### src/rtl/sequence_transmitter.sv
// ----------------------------------------------------------------------------
// sequence_transmitter
//   Serial bit-stream generator. WIDTH-bit words are buffered in a small FIFO.
//   An accepted start pops one word, emits prefix_len pseudo-random filler
//   bits from an 8-bit Fibonacci LFSR, then the word MSB-first, one bit per
//   clock, followed by a one-cycle done pulse.
//
// Ports
//   clk         in   clock, rising edge
//   rst_n       in   asynchronous active-low reset
//   load_word   in   push word into the FIFO (taken only when load_ready)
//   word        in   WIDTH-bit word to push
//   load_ready  out  FIFO not full (registered from the occupancy count)
//   fifo_count  out  number of buffered words
//   prefix_len  in   filler bits ahead of the word (0..15), latched on start
//   start       in   begin one transmission (ignored unless IDLE and non-empty)
//   bit_out     out  serial data, 0 whenever bit_valid is low
//   bit_valid   out  bit_out carries a stream bit
//   busy        out  transmission in progress (PREFIX, WORD, DONE)
//   done        out  one-cycle pulse after the last stream bit
// ----------------------------------------------------------------------------
module sequence_transmitter #(
   parameter int unsigned WIDTH      = 8,
   parameter int unsigned FIFO_DEPTH = 4,
   parameter logic [7:0]  LFSR_SEED  = 8'hA5
) (
   input  logic                          clk,
   input  logic                          rst_n,
   input  logic                          load_word,
   input  logic [WIDTH-1:0]              word,
   output logic                          load_ready,
   output logic [$clog2(FIFO_DEPTH):0]   fifo_count,
   input  logic [3:0]                    prefix_len,
   input  logic                          start,
   output logic                          bit_out,
   output logic                          bit_valid,
   output logic                          busy,
   output logic                          done
);

   localparam int unsigned PW   = $clog2(FIFO_DEPTH);
   localparam int unsigned CW   = PW + 1;
   localparam int unsigned CNTW = ($clog2(WIDTH) > 4) ? $clog2(WIDTH) : 4;

   localparam logic [PW-1:0]   PTR_ONE  = PW'(1);
   localparam logic [CW-1:0]   CNT_ONE  = CW'(1);
   localparam logic [CW-1:0]   CNT_FULL = CW'(FIFO_DEPTH);
   localparam logic [CNTW-1:0] BIT_ONE  = CNTW'(1);
   localparam logic [CNTW-1:0] BIT_LAST = CNTW'(WIDTH - 1);

   typedef enum logic [1:0] {
      S_IDLE,
      S_PREFIX,
      S_WORD,
      S_DONE
   } state_t;

   logic [WIDTH-1:0] mem [FIFO_DEPTH];

   state_t           state_q,      state_d;
   logic [7:0]       lfsr_q,       lfsr_d;
   logic [WIDTH-1:0] shift_q,      shift_d;
   logic [CNTW-1:0]  bits_q,       bits_d;
   logic [PW-1:0]    wr_ptr_q,     wr_ptr_d;
   logic [PW-1:0]    rd_ptr_q,     rd_ptr_d;
   logic [CW-1:0]    count_q,      count_d;
   logic             load_ready_q, load_ready_d;
   logic             bit_out_q,    bit_out_d;
   logic             bit_valid_q,  bit_valid_d;
   logic             busy_q,       busy_d;
   logic             done_q,       done_d;

   logic             push;
   logic             accept;
   logic [WIDTH-1:0] head;
   logic [7:0]       lfsr_adv;

   assign push     = load_word && load_ready_q;
   assign accept   = (state_q == S_IDLE) && start && (count_q != '0);
   assign head     = mem[rd_ptr_q];
   // taps x^8+x^6+x^5+x^4+1 -> bits 7,5,4,3, shifted in at bit 0
   assign lfsr_adv = {lfsr_q[6:0], lfsr_q[7] ^ lfsr_q[5] ^ lfsr_q[4] ^ lfsr_q[3]};

   always_comb begin
      state_d      = state_q;
      lfsr_d       = lfsr_q;
      shift_d      = shift_q;
      bits_d       = bits_q;
      wr_ptr_d     = wr_ptr_q;
      rd_ptr_d     = rd_ptr_q;
      count_d      = count_q;
      bit_out_d    = bit_out_q;
      bit_valid_d  = bit_valid_q;
      busy_d       = busy_q;
      done_d       = 1'b0;

      if (push) begin
         wr_ptr_d = wr_ptr_q + PTR_ONE;
      end
      if (accept) begin
         rd_ptr_d = rd_ptr_q + PTR_ONE;
      end
      if (push && !accept) begin
         count_d = count_q + CNT_ONE;
      end else if (!push && accept) begin
         count_d = count_q - CNT_ONE;
      end
      load_ready_d = (count_d < CNT_FULL);

      // Outputs are computed for the state being entered, so bits_q counts
      // the stream bits still to follow the one currently on bit_out.
      case (state_q)
         S_IDLE: begin
            if (accept) begin
               busy_d      = 1'b1;
               bit_valid_d = 1'b1;
               if (prefix_len != '0) begin
                  state_d   = S_PREFIX;
                  bit_out_d = lfsr_q[7];
                  lfsr_d    = lfsr_adv;
                  shift_d   = head;
                  bits_d    = CNTW'(prefix_len) - BIT_ONE;
               end else begin
                  state_d   = S_WORD;
                  bit_out_d = head[WIDTH-1];
                  shift_d   = {head[WIDTH-2:0], 1'b0};
                  bits_d    = BIT_LAST;
               end
            end
         end
         S_PREFIX: begin
            if (bits_q != '0) begin
               bit_out_d = lfsr_q[7];
               lfsr_d    = lfsr_adv;
               bits_d    = bits_q - BIT_ONE;
            end else begin
               state_d   = S_WORD;
               bit_out_d = shift_q[WIDTH-1];
               shift_d   = {shift_q[WIDTH-2:0], 1'b0};
               bits_d    = BIT_LAST;
            end
         end
         S_WORD: begin
            if (bits_q != '0) begin
               bit_out_d = shift_q[WIDTH-1];
               shift_d   = {shift_q[WIDTH-2:0], 1'b0};
               bits_d    = bits_q - BIT_ONE;
            end else begin
               state_d     = S_DONE;
               bit_out_d   = 1'b0;
               bit_valid_d = 1'b0;
               done_d      = 1'b1;
            end
         end
         S_DONE: begin
            state_d = S_IDLE;
            busy_d  = 1'b0;
         end
         default: begin
            state_d     = S_IDLE;
            bit_out_d   = 1'b0;
            bit_valid_d = 1'b0;
            busy_d      = 1'b0;
         end
      endcase
   end

   always_ff @(posedge clk or negedge rst_n) begin
      if (!rst_n) begin
         state_q      <= S_IDLE;
         lfsr_q       <= LFSR_SEED;
         shift_q      <= '0;
         bits_q       <= '0;
         wr_ptr_q     <= '0;
         rd_ptr_q     <= '0;
         count_q      <= '0;
         load_ready_q <= 1'b1;
         bit_out_q    <= 1'b0;
         bit_valid_q  <= 1'b0;
         busy_q       <= 1'b0;
         done_q       <= 1'b0;
      end else begin
         state_q      <= state_d;
         lfsr_q       <= lfsr_d;
         shift_q      <= shift_d;
         bits_q       <= bits_d;
         wr_ptr_q     <= wr_ptr_d;
         rd_ptr_q     <= rd_ptr_d;
         count_q      <= count_d;
         load_ready_q <= load_ready_d;
         bit_out_q    <= bit_out_d;
         bit_valid_q  <= bit_valid_d;
         busy_q       <= busy_d;
         done_q       <= done_d;
      end
   end

   // Storage needs no reset: the pointers and count define what is valid.
   always_ff @(posedge clk) begin
      if (push) begin
         mem[wr_ptr_q] <= word;
      end
   end

   assign load_ready = load_ready_q;
   assign fifo_count = count_q;
   assign bit_out    = bit_out_q;
   assign bit_valid  = bit_valid_q;
   assign busy       = busy_q;
   assign done       = done_q;

endmodule

### config.mk
export PLATFORM = sky130hd
export DESIGN_NAME = sequence_transmitter
export DESIGN_NICKNAME = d
export VERILOG_FILES = /design/src/rtl/sequence_transmitter.sv
export SDC_FILE = /design/constraint.sdc
export NUM_CORES = 1
export LEC_CHECK = 0
export CORE_UTILIZATION = 52
export CTS_CLUSTER_SIZE = 10
export DETAILED_ROUTE_END_ITERATION = 16
export PLACE_DENSITY = 0.72
export SLEW_MARGIN = 25
export SYNTH_ARGS = -nofsm -noshare
export SYNTH_HDL_FRONTEND = slang
export SYNTH_SLANG_ARGS = --single-unit
### constraint.sdc
create_clock -name clk -period 2.15 [get_ports clk]
set_input_delay 0.43 -clock clk [delete_from_list [all_inputs] [get_ports clk]]
set_output_delay 0.43 -clock clk [all_outputs]
set_load 0.005 [all_outputs]
==> impl_metrics.csv <==
group,metric,value,unit
outcome,status,"finished clean",
floorplan,io_pins,24,
critical_path,startpoint,"bits_q[0]",
timing,max_freq,491,MHz
yosys,synth_nets,266,
yosys,async_flop_share,0.515,
critical_path,r2r_setup_slack,110,ps
clock_network,root_buffer,"clkbuf_8",
critical_path,worstPathMaxFanout,8,
cells_and_area,nFillCells,435,
drt,drc,0,
drt,ant_nets,0,
yosys,synth_top_area_frac,0.297,
timing,maxSlewViolCount,0,
placement,dpl.cell_count,344,
pwr,leakage,0.00166,uW
yosys,ys_ff_latch,66,
drt,firstDrtPassIters,4,
yosys,ys.flop_type,"edfxtp_1",
critical_path,path_cells,"inv_1, ha_1, or3b_1, a211o_2, mux2_2",
clock_network,cts.sinks,66,
yosys,synth_area_leaders,"edfxtp_1 (30%), dfrtp_1 (22%), mux2_2 (9.8%)",
global_route,grt_usage,0.199,
placement,hpwlAfterDp,3970,um
cells_and_area,final_cell_mix,"edfxtp_1 (32), dfrtp_1 (29), mux2_2 (28)",
critical_path,rr_worst_depth,5,
critical_path,worstPathArrival,2270,ps
clock_network,htreeDepth,3,
global_route,grt_max_degree,35,
cells_and_area,multi_input_area,0.00132,mm^2
cells_and_area,drive_gt1_frac,0.293,
timing,setup_viol,0,
pwr,p_per_area,1430,mW/mm^2
drt,initialDrtViolationCount,84,
yosys,ys_warn_count,0,
drt,avgViaCountPerCell,5.40,
critical_path,r2r_end,"shift_q[7]",
pwr,irDropWorstVdd,883,uV
global_route,grt_pass1_vias,1986,
yosys,synthCells,234,
critical_path,crit_type,"reg2reg",
clock_network,cts_tree,"done",
clock_network,numCtsBuffers,9,
critical_path,crit_slowest_cell,"a211o_2",
timing,maxSlewHeadroom,0.680,
timing,min_period_over_period,0.948,
placement,portBuffers,23,
floorplan,coreArea,0.00596,mm^2
min_path,hold_path.class,"in2async",
drt,post_drt_wl_per_cell,15.9,um
timing,fin_tns_setup,0,ps
yosys,synth_area_per_cell,13.8,um^2
cells_and_area,antenna_cells,0,
drt,vias,1956,
global_route,antenna_found_initial,0,
yosys,ys_types,43,
drt,finalWirelength,5750,um
critical_path,max_stage_delay,470,ps
yosys,yosysSeqAreaShare,0.563,
floorplan,die_x,80.8,um
yosys,yosys.area.top_type,"edfxtp_1",
clock_network,path_clk_slew,80,ps
placement,place.gp.congestion,0.822,
cells_and_area,final_cells,362,
yosys,synth_area,0.00323,mm^2
timing,min_period,2040,ps
timing,tightestPinTransition,480,ps
global_route,grt_pass1_wl,9300,um
critical_path,start_kind,"flop",
timing,grt_setup_unrepaired,"false",
job,cap_violations,0,
floorplan,start_util,0.543,
critical_path,cp.required,2380,ps
cells_and_area,layout_commonest_cell,"edfxtp_1",
yosys,synth-edff-count,32,
clock_network,cts_buffer_depth,2,
cells_and_area,synthToLayoutAreaGrowth,21.6,%
floorplan,die_h,80.8,um
timing,finClkSkew,7.03,ps
critical_path,r2r_start,"bits_q[0]",
cells_and_area,register_area,0.00182,mm^2
cells_and_area,fin_nets,314,
clock_network,insertion_delay,350,ps
critical_path,critPathCaptureType,"flop",
cells_and_area,post-route-util,0.660,
global_route,overflow,0,
floorplan,die-area,0.00653,mm^2
timing,finalHoldViolations,0,
floorplan,num_rows,28,
registers in the layout (all words and copies together), names as in the netlist:
signal	flops
state_q	2
lfsr_q	8
fifo_count	3
mem	32
load_ready	1
wr_ptr_q	2
shift_q	8
bit_valid	1
rd_ptr_q	2
bit_out	1
busy	1
done	1
bits_q	4
how the worst max path moves through the flow:
stage | to | slack, ps | cells past startpoint
floorplan | shift_q[1] | 90 | 7
global placement | lfsr_q[3] | -340 | 9
detailed placement | lfsr_q[1] | -360 | 9
CTS | shift_q[6] | 3 | 9
global route | shift_q[6] | 10 | 5
finish | shift_q[7] | 110 | 5
timing repair:
item,CTS,global route
resized for setup,1,4
pin swaps,0,1
endpoints found under the setup margin,4,14
hold buffers,0,0
setup buffers,0,2
kinds of logic (layout without fill, tap and decap cells):
group | Yosys count | after routing | synth area share
flip-flops | 66 | 66 | 0.563
multiplexers | 45 | 45 | 0.181
AND/OR/NAND/NOR | 42 | 42 | 0.0681
AO/OA/AOI/OAI | 31 | 31 | 0.0697
buffers and inverters | 25 | 78 | 0.0321
adder cells (fa/ha/maj) | 16 | 16 | 0.0619
XOR/XNOR | 9 | 9 | 0.0244
Yosys cell counts (2+ instances only):
cell,instances
mux2_2,28
ha_1,16
a21o_1,2
inv_1,17
xnor2_1,7
clkbuf_1,5
a211o_1,2
xor2_1,2
buf_2,2
dfstp_2,5
o22ai_1,3
nand2_1,10
nand2b_1,4
nor2_1,10
dfrtp_1,29
a21oi_1,4
o2bb2ai_1,3
o21ai_0,6
a21boi_0,2
mux4_2,8
and3_1,5
edfxtp_1,32
mux2i_1,9
nor3b_1,4
layer usage:
layer / global-route usage / vias up / wire (um)
li1: - / 956 / -
met4: 0.0911 / 0 / 92
met1: 0.252 / 947 / 2630
met2: 0.324 / 44 / 2840
met3: 0.0472 / 9 / 185
met5: 0 / - / 0
worst max-delay path, delay by kind of cell (launching register included):
kind / cells / cell delay [ps]
mux: 1 / 300
simple gates: 1 / 460
compound gates: 1 / 470
buf+inv: 1 / 100
flops: 1 / 410
fa+ha+maj: 1 / 200
report_power, final:
part / internal, uW / switching (uW)
Combinational: 1400 / 1190
Clock: 557 / 539
Sequential: 1680 / 229
Total: 3640 / 1960
cell type report:
type,instances,area share
clock inverters,7,0.0213
flip-flops and latches,66,0.462
multi-input cells,143,0.335
well taps,75,0.0239
clock buffers,9,0.0315
inverters,17,0.0162
repair buffers,45,0.109
metrics by stage:
stage / setup WS, ps / hold WS [ps] / instance area (um^2) / total power (uW)
after floorplan: 85.5 / 134 / 3240 / 3730
after global placement: -340 / 487 / 3700 / 4440
after detailed placement: -361 / 490 / 3700 / 4510
after CTS: 2.80 / 500 / 3910 / 5650
after global routing: 13.9 / 519 / 3930 / 5980
final: 113 / 485 / 3930 / 5610
Power figures use the tool's default switching activity.
